--- src/rtl/fifo_rd_pkg.sv ---
// fifo_rd_pkg
//    Shared definitions for the FIFO read-side drain controller.
//    - occ_e       : occupancy of the 2-entry output buffer (EMPTY/ONE/TWO)
//    - BUF_SLOTS   : number of buffer entries (pop credit limit)
//    - CNT_W       : width of the optional delivered-word counter
//    - occ_to_cnt  : occupancy state to entry count
package fifo_rd_pkg;

   typedef enum logic [1:0] {
      EMPTY = 2'd0,
      ONE   = 2'd1,
      TWO   = 2'd2
   } occ_e;

   localparam int BUF_SLOTS = 2;
   localparam int CNT_W     = 16;

   function automatic logic [1:0] occ_to_cnt(input occ_e occ);
      logic [1:0] cnt;
      case (occ)
         EMPTY:   cnt = 2'd0;
         ONE:     cnt = 2'd1;
         TWO:     cnt = 2'd2;
         default: cnt = 2'd0;
      endcase
      return cnt;
   endfunction

endpackage

--- src/rtl/fifo_rd_drain_chk.sv ---
// fifo_rd_drain_chk
//    Simulation checker for the drain controller credit accounting.
//    Ports:
//       clk, rst_n  : read-domain clock and asynchronous active-low reset
//       occ         : current buffer occupancy
//       wr_en       : buffer capture strobe (inflight word arriving)
//       rd_en       : buffer read strobe (downstream handshake)
//       pop         : pop request towards the FIFO
//       fifo_empty  : FIFO empty flag
//       slots       : committed slots (occupancy + inflight - handshake)
module fifo_rd_drain_chk
   import fifo_rd_pkg::*;
(
   input logic       clk,
   input logic       rst_n,
   input occ_e       occ,
   input logic       wr_en,
   input logic       rd_en,
   input logic       pop,
   input logic       fifo_empty,
   input logic [2:0] slots
);

   // A word may only land in a full buffer when the head leaves the same edge.
   a_no_overflow: assert property (@(posedge clk) disable iff (!rst_n)
      !(wr_en && !rd_en && (occ == TWO)));

   // Credit accounting never commits more words than there are entries.
   a_slots_max: assert property (@(posedge clk) disable iff (!rst_n)
      (slots <= 3'(BUF_SLOTS)));

   // A pop is never issued against an empty FIFO.
   a_no_pop_empty: assert property (@(posedge clk) disable iff (!rst_n)
      !(pop && fifo_empty));

endmodule

--- src/rtl/fifo_rd_skid.sv ---
// fifo_rd_skid
//    Two-entry in-order buffer. The head entry is a flop that directly drives
//    the stream data output, so data and valid are registered.
//    Ports:
//       i_clk, i_rst_n : clock, asynchronous active-low reset
//       i_wr_en        : capture i_wr_data behind the current contents
//       i_wr_data      : word to capture
//       i_rd_en        : head consumed this cycle (advance)
//       o_head_data    : head entry (0 after reset)
//       o_valid        : buffer non-empty
//       o_occ          : occupancy EMPTY/ONE/TWO
module fifo_rd_skid
   import fifo_rd_pkg::*;
#(
   parameter int WIDTH = 16
) (
   input  logic             i_clk,
   input  logic             i_rst_n,
   input  logic             i_wr_en,
   input  logic [WIDTH-1:0] i_wr_data,
   input  logic             i_rd_en,
   output logic [WIDTH-1:0] o_head_data,
   output logic             o_valid,
   output occ_e             o_occ
);

   logic [WIDTH-1:0] head_q, head_d;
   logic [WIDTH-1:0] tail_q, tail_d;
   occ_e             occ_q, occ_d;
   logic             valid_q, valid_d;

   // Next-state of the buffer: capture and/or advance, keeping pop order.
   always_comb begin
      head_d = head_q;
      tail_d = tail_q;
      occ_d  = occ_q;
      case (occ_q)
         EMPTY: begin
            if (i_wr_en) begin
               head_d = i_wr_data;
               occ_d  = ONE;
            end else begin
               occ_d  = EMPTY;
            end
         end
         ONE: begin
            if (i_wr_en && i_rd_en) begin
               // head leaves, arriving word becomes the new head
               head_d = i_wr_data;
               occ_d  = ONE;
            end else if (i_wr_en) begin
               tail_d = i_wr_data;
               occ_d  = TWO;
            end else if (i_rd_en) begin
               occ_d  = EMPTY;
            end else begin
               occ_d  = ONE;
            end
         end
         TWO: begin
            if (i_rd_en) begin
               head_d = tail_q;
               if (i_wr_en) begin
                  tail_d = i_wr_data;
                  occ_d  = TWO;
               end else begin
                  occ_d  = ONE;
               end
            end else begin
               // a capture here is excluded by the pop credit logic
               occ_d  = TWO;
            end
         end
         default: begin
            occ_d = EMPTY;
         end
      endcase
      valid_d = (occ_d != EMPTY);
   end

   // Buffer state and entries.
   always_ff @(posedge i_clk or negedge i_rst_n) begin
      if (!i_rst_n) begin
         head_q  <= '0;
         tail_q  <= '0;
         occ_q   <= EMPTY;
         valid_q <= 1'b0;
      end else begin
         head_q  <= head_d;
         tail_q  <= tail_d;
         occ_q   <= occ_d;
         valid_q <= valid_d;
      end
   end

   assign o_head_data = head_q;
   assign o_valid     = valid_q;
   assign o_occ       = occ_q;

endmodule

--- src/rtl/fifo_rd_drain.sv ---
// fifo_rd_drain
//    Read-side drain controller: pops a registered-read FIFO (one-cycle
//    pop-to-data latency) and re-presents the words as a valid/ready stream.
//    Pops are credited against a 2-entry buffer so no word is lost under
//    backpressure while one word per cycle is sustained.
//    Ports:
//       i_clk, i_rst_n : read-domain clock, asynchronous active-low reset
//       i_fifo_empty   : FIFO empty flag (may be pessimistic)
//       o_fifo_pop     : pop request (combinational, 0 while in reset)
//       i_fifo_rdata   : FIFO read data, valid the cycle after a pop
//       o_valid        : stream word available (registered)
//       i_ready        : downstream accepts the word
//       o_data         : stream word (registered buffer head)
//       o_word_cnt     : delivered word counter, wraps at 16 bits
//                        (present only when FIFO_RD_WORD_CNT_EN is defined)
//    Optional feature macro: FIFO_RD_WORD_CNT_EN
module fifo_rd_drain
   import fifo_rd_pkg::*;
#(
   parameter int WIDTH = 16
) (
   input  logic             i_clk,
   input  logic             i_rst_n,
   input  logic             i_fifo_empty,
   output logic             o_fifo_pop,
   input  logic [WIDTH-1:0] i_fifo_rdata,
   output logic             o_valid,
   input  logic             i_ready,
   output logic [WIDTH-1:0] o_data
`ifdef FIFO_RD_WORD_CNT_EN
   ,
   output logic [CNT_W-1:0] o_word_cnt
`endif
);

   logic       inflight_q, inflight_d;
   logic       valid_s;
   logic       hs_s;
   logic       pop_s;
   logic [2:0] slots_s;
   occ_e       occ_s;

   // Credit accounting: a pop is allowed only if its returning word is
   // guaranteed an entry. The i_ready term lets pops resume in the same
   // cycle backpressure is released.
   always_comb begin
      hs_s       = valid_s & i_ready;
      slots_s    = {1'b0, occ_to_cnt(occ_s)} + {2'b00, inflight_q} - {2'b00, hs_s};
      pop_s      = i_rst_n & ~i_fifo_empty & (slots_s < 3'(BUF_SLOTS));
      inflight_d = pop_s;
   end

   // Inflight flag: the word requested last cycle arrives on i_fifo_rdata now.
   always_ff @(posedge i_clk or negedge i_rst_n) begin
      if (!i_rst_n) begin
         inflight_q <= 1'b0;
      end else begin
         inflight_q <= inflight_d;
      end
   end

   fifo_rd_skid #(
      .WIDTH (WIDTH)
   ) u_skid (
      .i_clk       (i_clk),
      .i_rst_n     (i_rst_n),
      .i_wr_en     (inflight_q),
      .i_wr_data   (i_fifo_rdata),
      .i_rd_en     (hs_s),
      .o_head_data (o_data),
      .o_valid     (valid_s),
      .o_occ       (occ_s)
   );

   fifo_rd_drain_chk u_chk (
      .clk        (i_clk),
      .rst_n      (i_rst_n),
      .occ        (occ_s),
      .wr_en      (inflight_q),
      .rd_en      (hs_s),
      .pop        (pop_s),
      .fifo_empty (i_fifo_empty),
      .slots      (slots_s)
   );

   assign o_fifo_pop = pop_s;
   assign o_valid    = valid_s;

`ifdef FIFO_RD_WORD_CNT_EN
   logic [CNT_W-1:0] cnt_q, cnt_d;

   // Delivered-word count, wraps naturally at the counter width.
   always_comb begin
      if (hs_s) begin
         cnt_d = cnt_q + CNT_W'(1);
      end else begin
         cnt_d = cnt_q;
      end
   end

   // Counter register.
   always_ff @(posedge i_clk or negedge i_rst_n) begin
      if (!i_rst_n) begin
         cnt_q <= '0;
      end else begin
         cnt_q <= cnt_d;
      end
   end

   assign o_word_cnt = cnt_q;
`endif

endmodule
--- config.mk ---
export PLATFORM = sky130hd
export DESIGN_NAME = fifo_rd_drain
export DESIGN_NICKNAME = d
export VERILOG_FILES = /design/src/rtl/fifo_rd_pkg.sv /design/src/rtl/fifo_rd_drain_chk.sv /design/src/rtl/fifo_rd_skid.sv /design/src/rtl/fifo_rd_drain.sv
export SDC_FILE = /design/constraint.sdc
export NUM_CORES = 1
export LEC_CHECK = 0
export ABC_AREA = 1
export BUFFER_PORTS_ARGS = -buffer_cell sky130_fd_sc_hd__buf_2
export CORE_MARGIN = 2
export CORE_UTILIZATION = 57
export CTS_BUF_LIST = sky130_fd_sc_hd__clkbuf_16
export DETAILED_ROUTE_END_ITERATION = 10
export GPL_ROUTABILITY_DRIVEN = 0
export PLACE_DENSITY = 0.94
export SYNTH_ARGS = -nofsm -noshare
export SYNTH_HDL_FRONTEND = slang
export SYNTH_SLANG_ARGS = --single-unit
export TNS_END_PERCENT = 20
--- constraint.sdc ---
create_clock -name i_clk -period 3.2 [get_ports i_clk]
set_input_delay 0.16 -clock i_clk [delete_from_list [all_inputs] [get_ports i_clk]]
set_output_delay 0.16 -clock i_clk [all_outputs]
set_load 0.05 [all_outputs]
Word level (Yosys, flattened, before mapping) --
Cells that the tools add are included.
Cells by class: add/subtract/negate cells 2, order comparisons 1, equality and inequality tests 6, muxes and demuxes 16, bitwise operators 4, reductions and logical operators 7
Operator list (count):
- 16-bit 2-to-1 mux | 6
- 16-bit case mux with 3 select lines | 1
- 16-bit case mux with 2 select lines | 1
- 2-bit 2-to-1 mux | 4
- 2-bit case mux with 3 select lines | 1
- 2-bit by 1-bit inequality test with 1-bit output, second input constant | 2
- 2-bit inequality test, second input constant | 2
- 2-bit case mux with 2 select lines | 1
- 4-bit AND reduction | 1
- 2-bit nonzero test | 2
- 2-bit by 1-bit adder with 3-bit output | 1
- 1-bit bitwise AND | 3
- 3-bit by 2-bit < comparator with 1-bit output, second input constant | 1
- 3-bit AND reduction | 1
- 3-bit nonzero test | 1
- 3-bit by 1-bit subtractor with 3-bit output | 1
- 2-bit by 1-bit == test with 1-bit output, second input constant | 1
- 2-bit == test, second input constant | 1
- 2-bit zero test | 1
- 1-bit 2-to-1 mux | 2
- 1-bit logical AND | 1
- 1-bit NOT | 1
Word-level totals: register bits 36, input bits 20, output and inout port bits 18, word-level logic and storage cells 41

Longest topological paths before layout --
Gate-level depths: netlist (run 1).
depth in word-level cells 6, mapped depth 8, gate-level depth less buffers 8

Cells and area by module --
A second synthesis (run 1) with hierarchy kept.
Unflattened totals: cell total of the unflattened synthesis 237, area total of the unflattened synthesis 1850.5 um2
Modules (own cells, without submodules):
- fifo_rd_skid | instances 1, cells an instance 219, area an instance 1732.9 um2, seq. area each 875.8 um2
- fifo_rd_drain | instances 1, cells an instance 18, area an instance 117.6 um2, seq. area each 25.0 um2

Worst setup path after synthesis (run 1) --
Ideal clock, no wire load.
path type reg2reg, start register u_skid.valid_q, in the netlist u_skid.o_valid, end register inflight_q, setup time 252 ps, data arrival time 2911 ps, data required time 2948 ps, slack 37 ps, cell stages (with the launch flop) 7, path buffers 0, period minus slack after synthesis 3163 ps, cell sequence dfrtp_1 nand2_1 nor2_1 o21ai_0 fa_1 nand3b_1 nor3b_1
Between the ends: longest elaborated chain between the ends 4
RTL lines:
- start, declared | RTL line fifo_rd_skid.sv:30 | logic valid_q, valid_d;
- start signal, assigned | RTL line fifo_rd_skid.sv:92 | valid_q <= valid_d;
- 1-bit bitwise AND | RTL line fifo_rd_drain.sv:47 | hs_s = valid_s & i_ready;
- 3-bit by 1-bit subtractor with 3-bit output | RTL line fifo_rd_drain.sv:48 | slots_s = {1'b0, occ_to_cnt(occ_s)} + {2'b00, inflight_q} - {2'b00, hs_s};
- 3-bit by 2-bit < comparator with 1-bit output | RTL line fifo_rd_drain.sv:49 | pop_s = i_rst_n & ~i_fifo_empty & (slots_s < 3'(BUF_SLOTS));
- 1-bit bitwise AND | RTL line fifo_rd_drain.sv:49
- named net o_fifo_pop | RTL line fifo_rd_drain.sv:25 | output logic o_fifo_pop,
- end signal, assigned | RTL line fifo_rd_drain.sv:58 | inflight_q <= inflight_d;
- end, declared | RTL line fifo_rd_drain.sv:36 | logic inflight_q, inflight_d;
The timed path passes the listed nets, and every way through them passes these cells. A chain may end at the register's enable or synchronous reset.

Worst setup path in the final report (run 1) --
start register u_skid.occ_q[0], in the netlist u_skid.o_occ[0], end output port o_fifo_pop
Between the ends: longest elaborated chain between the ends 6, elaborated cells on any way between the ends 7, classes of those cells add/sub: 2; order compare: 1; eq/ne: 2; mux: 1; bitwise: 1
RTL lines:
- start, declared | RTL line fifo_rd_skid.sv:29 | occ_e occ_q, occ_d;
- start signal, assigned | RTL line fifo_rd_skid.sv:86 | occ_q <= EMPTY;
- start signal, assigned | RTL line fifo_rd_skid.sv:91 | occ_q <= occ_d;
- 2-bit == test or 2-bit by 1-bit == test with 1-bit output (tied branches) | RTL line fifo_rd_pkg.sv:20 | case (occ)
- 2-bit case mux with 2 select lines (*) | RTL line fifo_rd_pkg.sv:20
- 2-bit by 1-bit adder with 3-bit output (*) | RTL line fifo_rd_drain.sv:48
- 3-bit by 1-bit subtractor with 3-bit output (*) | RTL line fifo_rd_drain.sv:48
- 3-bit by 2-bit < comparator with 1-bit output (*) | RTL line fifo_rd_drain.sv:49
- 1-bit bitwise AND (*) | RTL line fifo_rd_drain.sv:49
- end, declared | RTL line fifo_rd_drain.sv:25
Every way passes the cells marked *; elsewhere a longest branch is shown, timed or not.

==> flow_summary.json, run 1 <==
{
  "clockBufferDepth": 2,
  "numCtsBuffers": 5,
  "max_cap_violations": 0,
  "finalSetupTns_ns": 0,
  "rsz0062_at_grt": "false",
  "clkPwrFrac_pct": 18.7,
  "die_w_um": 59,
  "io_buffers": 37,
  "antenna_found_initial": 0,
  "ctsHtreeMaxLevel": 2,
  "cellPowerDensity_mw_per_mm2": 1170,
  "overflow": 0,
  "r2r-end": "u_skid.o_head_data[15]$_DFFE_PN0P_",
  "min_to": "u_skid.tail_q[2]$_DFFE_PN0P_",
  "synth_edf_count": 0,
  "hold_violations": 0,
  "cp_top_family": "simple AND/OR/NAND/NOR gates",
  "synth.ff_latch_count": 36,
  "peakVddDrop_uv": 631,
  "crit_required_ns": 3.04,
  "period_needed_ns": 2.49,
  "dieArea_mm2": 0.00348,
  "synth.avg_cell_area_um2": 7.63,
  "clkTransAtPathRegs_ns": 0.05,
  "die_h_um": 59,
  "post_cts_buffers": 0,
  "crit_slowest_cell": "fa_1",
  "worst_pin_slew_ns": 0.688,
  "crit_chain": "nand2_1 > inv_1 > nor2_1 > o21ai_0 > fa_1 > nand3b_1 > nor3b_1 > buf_2",
  "fin_util_pct": 73.2,
  "startpoint_type": "flop",
  "firstDrtPassIters": 4,
  "clock_sinks": 36,
  "drt_iter0_drc": 93,
  "pwr-share-seq_pct": 32.5,
  "yosysTopAreaCell": "dfrtp_1",
  "cts_tree": "yes",
  "yosys-top-cells-area": "dfrtp_1 52%, nand2_1 30%, nand3_1 5.2%",
  "routedWlPerCell_um": 12.2,
  "p_leak_nw": 1.23,
  "reg2reg_from": "u_skid.o_occ[0]$_DFF_PN0_",
  "clock_latency_ns": 0.28,
  "finalMaxSlewViolations": 0,
  "seqCellArea_um2": 901,
  "critPathMaxFanout": 5,
  "finalPower_mw": 2.39,
  "arrival_ns": 2.33,
  "multi_input_area_um2": 737,
  "place_area_mm2": 0.00191,
  "timing.final.crit_share_pct": 77.9,
  "cpPeakStageDelay_ns": 0.50,
  "crit_type": "reg2out",
  "synth.most_common_cell": "nand2_1",
  "final_antenna_net_count": 0,
  "netlist_area_mm2": 0.00172,
  "initial_core_util_pct": 61.5,
  "num_io_pins": 38,
  "area_growth_pct": 19.1,
  "core_mm2": 0.00281,
  "ys.flop_type": "dfrtp_1",
  "seq_area_frac_synth_pct": 52.2,
  "grt_pass1_vias": 1450,
  "crit_buf_inv": 2,
  "syn_nets": 248,
  "post-route-cell-area_mm2": 0.00205,
  "cts-root-buf": "clkbuf_16",
  "drive_gt1_share_pct": 19.6,
  "yosys_warnings": 0,
  "n_antenna_cell": 0,
  "synth_top_area_share_pct": 52.2,
  "dr_total_vias": 1532,
  "finalSetupViolCount": 0,
  "worstHoldStart": "i_fifo_rdata[2]",
  "grt_max_degree": 38,
  "fillCellCount": 202,
  "combPwrFrac_pct": 48.8,
  "vias_per_cell": 5.18,
  "reg2reg_slack_ns": 1.19,
  "internal-power_mw": 1.23,
  "synth_cells": 226,
  "grt_use_total_pct": 23.9,
  "drcViolationCount": 0,
  "final_nets": 286,
  "rows": 19,
  "p_sw_share_pct": 48.6,
  "worstSetupEndpointType": "output pin",
  "slew_headroom_pct": 54.1,
  "skew_ns": 0.00460,
  "grt_pass1_wl_um": 6120,
  "hpwl_um": 2250,
  "min_path_cells": 3,
  "hold_class": "in2reg",
  "r2r_cells": 7,
  "synthDistinctLibCells": 18,
  "synth_commonest_cells": "138 x nand2_1, 36 x dfrtp_1, 18 x nand3_1",
  "max_freq_ghz": 0.401,
  "routed_wl_um": 3620,
  "synthArstFlopShare_pct": 100,
  "p_sw_mw": 1.16,
  "status": "complete, no violations"
}
## registers in the layout (all words and copies together) (netlist names)
signal,count
u_skid.o_valid,1
u_skid.tail_q,16
u_skid.o_occ,2
inflight_q,1
u_skid.o_head_data,16
## timing repair
item                       CTS  global route
gates resized for setup      0             0
setup endpoints to repair    0             0
hold endpoints to repair    36             0
hold buffers                 1             0
## power by group through the flow
stage / Clock [mW] / Combinational (mW) / Sequential (mW)
after global routing: 0.472 / 1.29 / 0.803
after detailed placement: 0 / 1.15 / 0.779
final: 0.447 / 1.17 / 0.778
after CTS: 0.452 / 1.17 / 0.777
after floorplan: 0 / 0.581 / 1.12
after global placement: 0 / 1.13 / 0.770
## tightest hold or removal path: cells and delay by family
kind	cells	cell delay [ns]
buffers and inverters	1	0.09
AND/OR/NAND/NOR	2	0.12
## placed cells by master, fill, tap and decap left out, drive strengths merged
cell type    instances
buf                 39
clkbuf               5
clkinv               1
dfrtp               36
dlygate4sd3          1
fa                   1
ha                   1
inv                 10
nand2              142
nand3               18
nand3b               1
nor2                 5
nor3                 1
nor3b                1
o21ai                3
## layout make-up
cell class	count	area share, %
flip-flops and latches	36	43.9
inverters	8	1.46
clock inverters	3	0.548
well taps	31	1.89
multi-input cells	173	35.9
repair buffers	40	10.2
clock buffers	5	6.09
## how the worst max path moves through the flow
stage	start	to	slack [ns]	depth (start not counted)
after floorplan	u_skid.o_valid$_DFF_PN0_	inflight_q$_DFF_PN0_	0.04	6
after global placement	u_skid.o_valid$_DFF_PN0_	o_fifo_pop	1.08	8
after detailed placement	u_skid.o_occ[0]$_DFF_PN0_	o_fifo_pop	1.01	8
after CTS	u_skid.o_occ[0]$_DFF_PN0_	o_fifo_pop	0.70	8
after global routing	u_skid.o_occ[0]$_DFF_PN0_	o_fifo_pop	0.50	8
final	u_skid.o_occ[0]$_DFF_PN0_	o_fifo_pop	0.71	8
## cells by family after synthesis
logic type / share of synthesized area [%]
AND/OR/NAND/NOR: 40.0
adder cells (fa/ha/maj): 1.89
AO/OA/AOI/OAI: 0.871
flip-flops: 52.2
buffers and inverters: 5.01
## metrics by stage
step | hold WS (ns) | cells | worst slack (ns)
detailed placement | 0.219 | 287 | 1.01
CTS | 0.124 | 296 | 0.701
global placement | 0.220 | 287 | 1.08
global route | 0.135 | 296 | 0.495
finish | 0.125 | 296 | 0.707
floorplan | -0.136 | 226 | 0.0374
## layer usage
| layer | global-route usage (%) | part of all wire [%] |
|---|---|---|
| met1 | 29.0 | 44 |
| met2 | 38.4 | 49 |
| met3 | 6.33 | 4.8 |
| met4 | 14.0 | 2.3 |
| met5 | 0 | 0 |
(Power assumes the default switching activity.)
==> run 2: changes to the inputs <==
CORE_UTILIZATION = 48   (was 57)
PLACE_DENSITY = 0.86   (was 0.94)
clock period = 2.1 ns   (was 3.2 ns; I/O delays follow)
==> run 2 against run 1 <==
The run now ends with negative setup slack left. Sequential power increased by 52%. Critical path depth stayed put. Wire length up 12%. Final cell count is 9.1% higher. Total power increased by 62%. Combinational power is 72% higher. First-iteration DRC count down 32%. Clock power increased by 56%. Via count is 1.3% higher. Worst hold slack got worse by 0.055 ns. Largest power group unchanged. Register-to-register slack worse by 0.89 ns.
==> flow_summary.json, run 2 (synthesized netlist as in run 1, its figures left out) <==
{
  "status": "finished, violations left",
  "violations": "negative setup slack",
  "fin_ws_ns": -0.0511,
  "worst_pin_slew_ns": 0.444,
  "final_nets": 298,
  "cts_tree": "yes",
  "reg2reg_slack_ns": 0.30,
  "crit_required_ns": 2.00,
  "skew_ns": 0.00293,
  "worstHoldStart": "i_fifo_rdata[10]",
  "crit_slowest_cell": "fa_1",
  "firstDrtPassIters": 5,
  "hold_ws_ns": 0.0698,
  "crit_chain": "nand2_4 > nand3_4 > inv_2 > o21ai_2 > fa_1 > nand3b_1 > nor3b_4 > buf_6",
  "clock_latency_ns": 0.28,
  "n_antenna_cell": 0,
  "p_leak_nw": 1.29,
  "p_sw_mw": 1.87,
  "cellPowerDensity_mw_per_mm2": 1750,
  "vias_per_cell": 4.80,
  "r2r-end": "u_skid.o_head_data[11]$_DFFE_PN0P_",
  "hpwl_um": 2420,
  "drive_gt1_share_pct": 27.1,
  "final_common_cell": "nand2_1",
  "cpPeakStageDelay_ns": 0.49,
  "timing.final.crit_share_pct": 102,
  "hold_class": "in2reg",
  "finalMaxSlewViolations": 0,
  "place_area_mm2": 0.00198,
  "post-route-cell-area_mm2": 0.00222,
  "arrival_ns": 2.05,
  "routedWlPerCell_um": 12.5,
  "clkTransAtPathRegs_ns": 0.05,
  "crit_path_start": "u_skid.o_valid$_DFF_PN0_",
  "clkPwrFrac_pct": 17.9,
  "dr_total_vias": 1552,
  "worstSetupEndpointType": "output pin",
  "max_freq_ghz": 0.465,
  "overflow": 0,
  "antenna_found_initial": 0,
  "layout_common_cells": "136 x nand2_1, 36 x buf_2, 34 x dfrtp_1",
  "grt_pass1_wl_um": 6920,
  "max_cap_violations": 0,
  "startpoint_type": "flop",
  "crit_end": "o_fifo_pop",
  "drcViolationCount": 0,
  "grt_use_total_pct": 22.1,
  "die_w_um": 63.9,
  "worst-path-stages": 8,
  "cts-root-buf": "clkbuf_16",
  "clockBufferDepth": 2,
  "die_h_um": 63.9,
  "area_growth_pct": 28.7,
  "period_needed_ns": 2.15,
  "grt_pass1_vias": 1528,
  "slew_headroom_pct": 70.4,
  "p_sw_share_pct": 48.0,
  "r2r_cells": 9,
  "ctsHtreeMaxLevel": 2,
  "hold_violations": 0,
  "rows": 21,
  "critPathMaxFanout": 5,
  "final_antenna_net_count": 0,
  "num_io_pins": 38,
  "pwr-share-seq_pct": 30.3,
  "combPwrFrac_pct": 51.7,
  "rsz0062_at_grt": "true",
  "dp_slack_ns": 0.0745,
  "crit_type": "reg2out",
  "grt_max_degree": 37,
  "numCtsBuffers": 5,
  "internal-power_mw": 2.02,
  "crit_buf_inv": 2,
  "clock_sinks": 36,
  "peakVddDrop_uv": 1110,
  "drt_iter0_drc": 63,
  "finalSetupViolCount": 1,
  "reg2reg_from": "u_skid.o_occ[0]$_DFF_PN0_",
  "routed_wl_um": 4050,
  "io_buffers": 37,
  "cp_top_family": "simple AND/OR/NAND/NOR gates",
  "initial_core_util_pct": 50.9,
  "dieArea_mm2": 0.00409,
  "core_mm2": 0.00339
}
[run 2: layout make-up]
type	count	area [um2]
clock inverters	3	15.0
repair buffers	52	307
fillers	282	1170
well taps	46	57.6
multi-input cells	173	782
flip-flops and latches	36	903
inverters	8	30.0
clock buffers	5	125
[run 2: worst min path at each step]
stage | endpoint | cells past startpoint
after floorplan | inflight_q$_DFF_PN0_ | 0
after global placement | u_skid.o_head_data[2]$_DFFE_PN0P_ | 2
after detailed placement | u_skid.o_head_data[14]$_DFFE_PN0P_ | 2
after CTS | u_skid.tail_q[10]$_DFFE_PN0P_ | 3
after global routing | u_skid.tail_q[15]$_DFFE_PN0P_ | 3
final | u_skid.tail_q[10]$_DFFE_PN0P_ | 3
[run 2: per-layer routing]
| metal | track usage (%) | wire length [um] |
|---|---|---|
| met1 | 26.3 | 1760 |
| met2 | 37.9 | 1950 |
| met3 | 3.52 | 221 |
| met4 | 12.5 | 116 |
| met5 | 0 | 0 |
[run 2: what timing repair did]
| action | 4_1_cts | 5_1_grt |
|---|---|---|
| pin swaps | 4 | 6 |
| endpoints found under the setup margin | 1 | 1 |
| endpoints found under the hold margin | 36 | 0 |
| resized for setup | 6 | 0 |
| hold buffers | 1 | 0 |
| setup buffers | 5 | 5 |
[run 2: worst register-to-register path: stages (launching register included)]
cell     delay [ns]
dfrtp_2        0.42
buf_4          0.16
buf_4          0.14
inv_2          0.07
nand2_1        0.14
nand2_1        0.11
nand2_2        0.23
inv_2          0.32
nand2_1        0.10
nand2_1        0.07
[run 2: metrics by stage]
stage / utilization (%) / TNS, ns / std cells / power, mW
2_1_floorplan: - / -0.0356 / 226 / 2.66
3_3_place_gp: 58.4 / 0 / 304 / 2.99
3_5_place_dp: 58.4 / 0 / 304 / 3.04
4_1_cts: 64.4 / -0.102 / 318 / 3.85
5_1_grt: 65.5 / -0.143 / 323 / 4.17
6_report: 65.5 / -0.0511 / 323 / 3.89
[run 2: power groups by stage]
stage	Sequential, mW	Combinational (mW)	Clock [mW]
floorplan	1.72	0.942	0
global placement	1.18	1.81	0
detailed placement	1.20	1.85	0
CTS	1.18	1.96	0.707
global route	1.21	2.21	0.745
finish	1.18	2.01	0.697
==> run 3: changes to the inputs <==
--- a/config.mk
+++ b/config.mk
@@ -9,9 +9,9 @@
 export BUFFER_PORTS_ARGS = -buffer_cell sky130_fd_sc_hd__buf_2
 export CORE_MARGIN = 2
-export CORE_UTILIZATION = 48
+export CORE_UTILIZATION = 47
 export CTS_BUF_LIST = sky130_fd_sc_hd__clkbuf_16
 export DETAILED_ROUTE_END_ITERATION = 10
 export GPL_ROUTABILITY_DRIVEN = 0
-export PLACE_DENSITY = 0.86
+export PLACE_DENSITY = 0.84
 export SYNTH_ARGS = -nofsm -noshare
 export SYNTH_HDL_FRONTEND = slang
==> constraint.sdc (replaced) <==
create_clock -name i_clk -period 2.1 [get_ports i_clk]
set_input_delay 0.105 -clock i_clk [delete_from_list [all_inputs] [get_ports i_clk]]
set_output_delay 0.105 -clock i_clk [all_outputs]
set_load 0.02 [all_outputs]
==> run 3 against run 2 <==
The run still ends with negative setup slack left. Die area rose by 2.0%. Wire length shrank 8.8%. Sequential share of layout area up 0.38 points. Flip-flop and latch count unchanged. Global-route usage is 2.3 points lower. Cell area is 1.1% lower. Critical path depth grew 1. Clock power rose by 18%. Register-to-register slack got worse by 0.28 ns. Worst hold slack better by 0.0028 ns. Critical path type unchanged.
==> flow_summary.json, run 3 (synthesized netlist as in run 1, its figures left out) <==
{
  "status": "finished, violations left",
  "violations": "negative setup slack",
  "drcViolationCount": 0,
  "drive_gt1_share_pct": 25.6,
  "clock_sinks": 36,
  "crit_required_ns": 2.00,
  "hpwl_um": 2300,
  "dieArea_mm2": 0.00417,
  "hold_ws_ns": 0.0725,
  "final_nets": 294,
  "grt_use_total_pct": 19.8,
  "die_w_um": 64.6,
  "firstDrtPassIters": 4,
  "max_freq_ghz": 0.470,
  "initial_core_util_pct": 47.8,
  "numCtsBuffers": 5,
  "reg2reg_slack_ns": 0.02,
  "crit_path_start": "u_skid.o_occ[1]$_DFF_PN0_",
  "finalSetupTns_ns": -0.0280,
  "io_buffers": 37,
  "routedWlPerCell_um": 11.5,
  "overflow": 0,
  "seqCellArea_um2": 902,
  "period_needed_ns": 2.13,
  "timing.final.crit_share_pct": 101,
  "worst_pin_slew_ns": 0.471,
  "dp_cells": 306,
  "max_cap_violations": 0,
  "drt_iter0_drc": 77,
  "antenna_found_initial": 0,
  "final_common_cell": "nand2_1",
  "final_cells": 321,
  "clkTransAtPathRegs_ns": 0.05,
  "fillCellCount": 326,
  "multi_input_area_um2": 768,
  "area_growth_pct": 27.4,
  "grt_pass1_vias": 1384,
  "core_mm2": 0.00361,
  "cts_tree": "yes",
  "skew_ns": 0.00306,
  "n_antenna_cell": 0,
  "fin_util_pct": 60.9,
  "fin_ws_ns": -0.0280,
  "ctsHtreeMaxLevel": 2,
  "crit_end": "o_fifo_pop",
  "worstSetupEndpointType": "output pin",
  "layout_common_cells": "136 x nand2_1, 36 x buf_2, 35 x dfrtp_1",
  "rows": 22,
  "clock_latency_ns": 0.28,
  "hold_class": "in2reg",
  "cts-root-buf": "clkbuf_16",
  "critPathMaxFanout": 5,
  "routed_wl_um": 3690,
  "p_leak_nw": 1.28,
  "slew_headroom_pct": 68.5,
  "num_io_pins": 38,
  "vias_per_cell": 4.75,
  "final_antenna_net_count": 0,
  "grt_pass1_wl_um": 6160,
  "die_h_um": 64.6,
  "finalSetupViolCount": 1,
  "r2r_cells": 8,
  "crit_type": "reg2out",
  "grt_max_degree": 37,
  "reg2reg_from": "u_skid.o_occ[0]$_DFF_PN0_",
  "clockBufferDepth": 2,
  "finalMaxSlewViolations": 0,
  "arrival_ns": 2.02,
  "dr_total_vias": 1524,
  "worstHoldStart": "i_fifo_rdata[4]",
  "r2r-end": "inflight_q$_DFF_PN0_",
  "hold_violations": 0,
  "rsz0062_at_grt": "true",
  "peakVddDrop_uv": 1210,
  "startpoint_type": "flop",
  "cellPowerDensity_mw_per_mm2": 1620
}
[run 3: worst min-delay path by stage]
stage | end | slack [ns] | cells past startpoint
after floorplan | inflight_q$_DFF_PN0_ | -0.19 | 0
after global placement | u_skid.o_occ[1]$_DFF_PN0_ | 0.20 | 2
after detailed placement | u_skid.o_occ[1]$_DFF_PN0_ | 0.20 | 2
after CTS | u_skid.tail_q[14]$_DFFE_PN0P_ | 0.07 | 3
after global routing | u_skid.tail_q[4]$_DFFE_PN0P_ | 0.07 | 3
final | u_skid.tail_q[4]$_DFFE_PN0P_ | 0.07 | 3
[run 3: worst max-delay path: stages (launching register included)]
cell and delay, ns:
dfrtp_1 0.36, inv_2 0.08, nand2_2 0.09, inv_2 0.06, nor2_4 0.14, o21ai_2 0.07, fa_1 0.49, nand3b_1 0.09
nor3b_2 0.20, buf_4 0.17
[run 3: layout make-up]
type,count,share of cell area (%)
sequential,36,41.1
multi-input combinational,173,35.0
timing repair buffer,48,12.4
clock buffer,5,5.70
tap,48,2.74
clock inverter,3,1.71
inverter,8,1.37
[run 3: metrics by stage]
| step | cell area (um2) | total power [mW] | setup WS (ns) |
|---|---|---|---|
| 2_1_floorplan | 1730 | 2.24 | 0.0709 |
| 3_3_place_gp | 1950 | 2.58 | 0.181 |
| 3_5_place_dp | 1950 | 2.62 | 0.0765 |
| 4_1_cts | 2200 | 3.57 | 0.000663 |
| 5_1_grt | 2200 | 3.82 | -0.143 |
| 6_report | 2200 | 3.55 | -0.0280 |
[run 3: repair_timing]
action                                 CTS  global route
hold buffers                             1             0
buffers inserted                         6             0
pin swaps                                3             0
cloned                                   0             0
resized for setup                       12             0
setup endpoints to repair                1             2
endpoints found under the hold margin   36             0
[run 3: report_power, final]
part	total (mW)	switching (mW)	internal, mW
combinational	1.54	1.02	0.525
sequential	1.18	0.166	1.02
clock	0.820	0.269	0.551
total	3.55	1.45	2.09
[run 3: per-layer routing]
| metal | global-route usage (%) | vias up | wire length (um) |
|---|---|---|---|
| met5 | 0 | - | 0 |
| met4 | 8.78 | 0 | 70 |
| met3 | 4.86 | 5 | 189 |
| met2 | 32.6 | 39 | 1770 |
| met1 | 24.8 | 695 | 1660 |
| li1 | - | 785 | - |
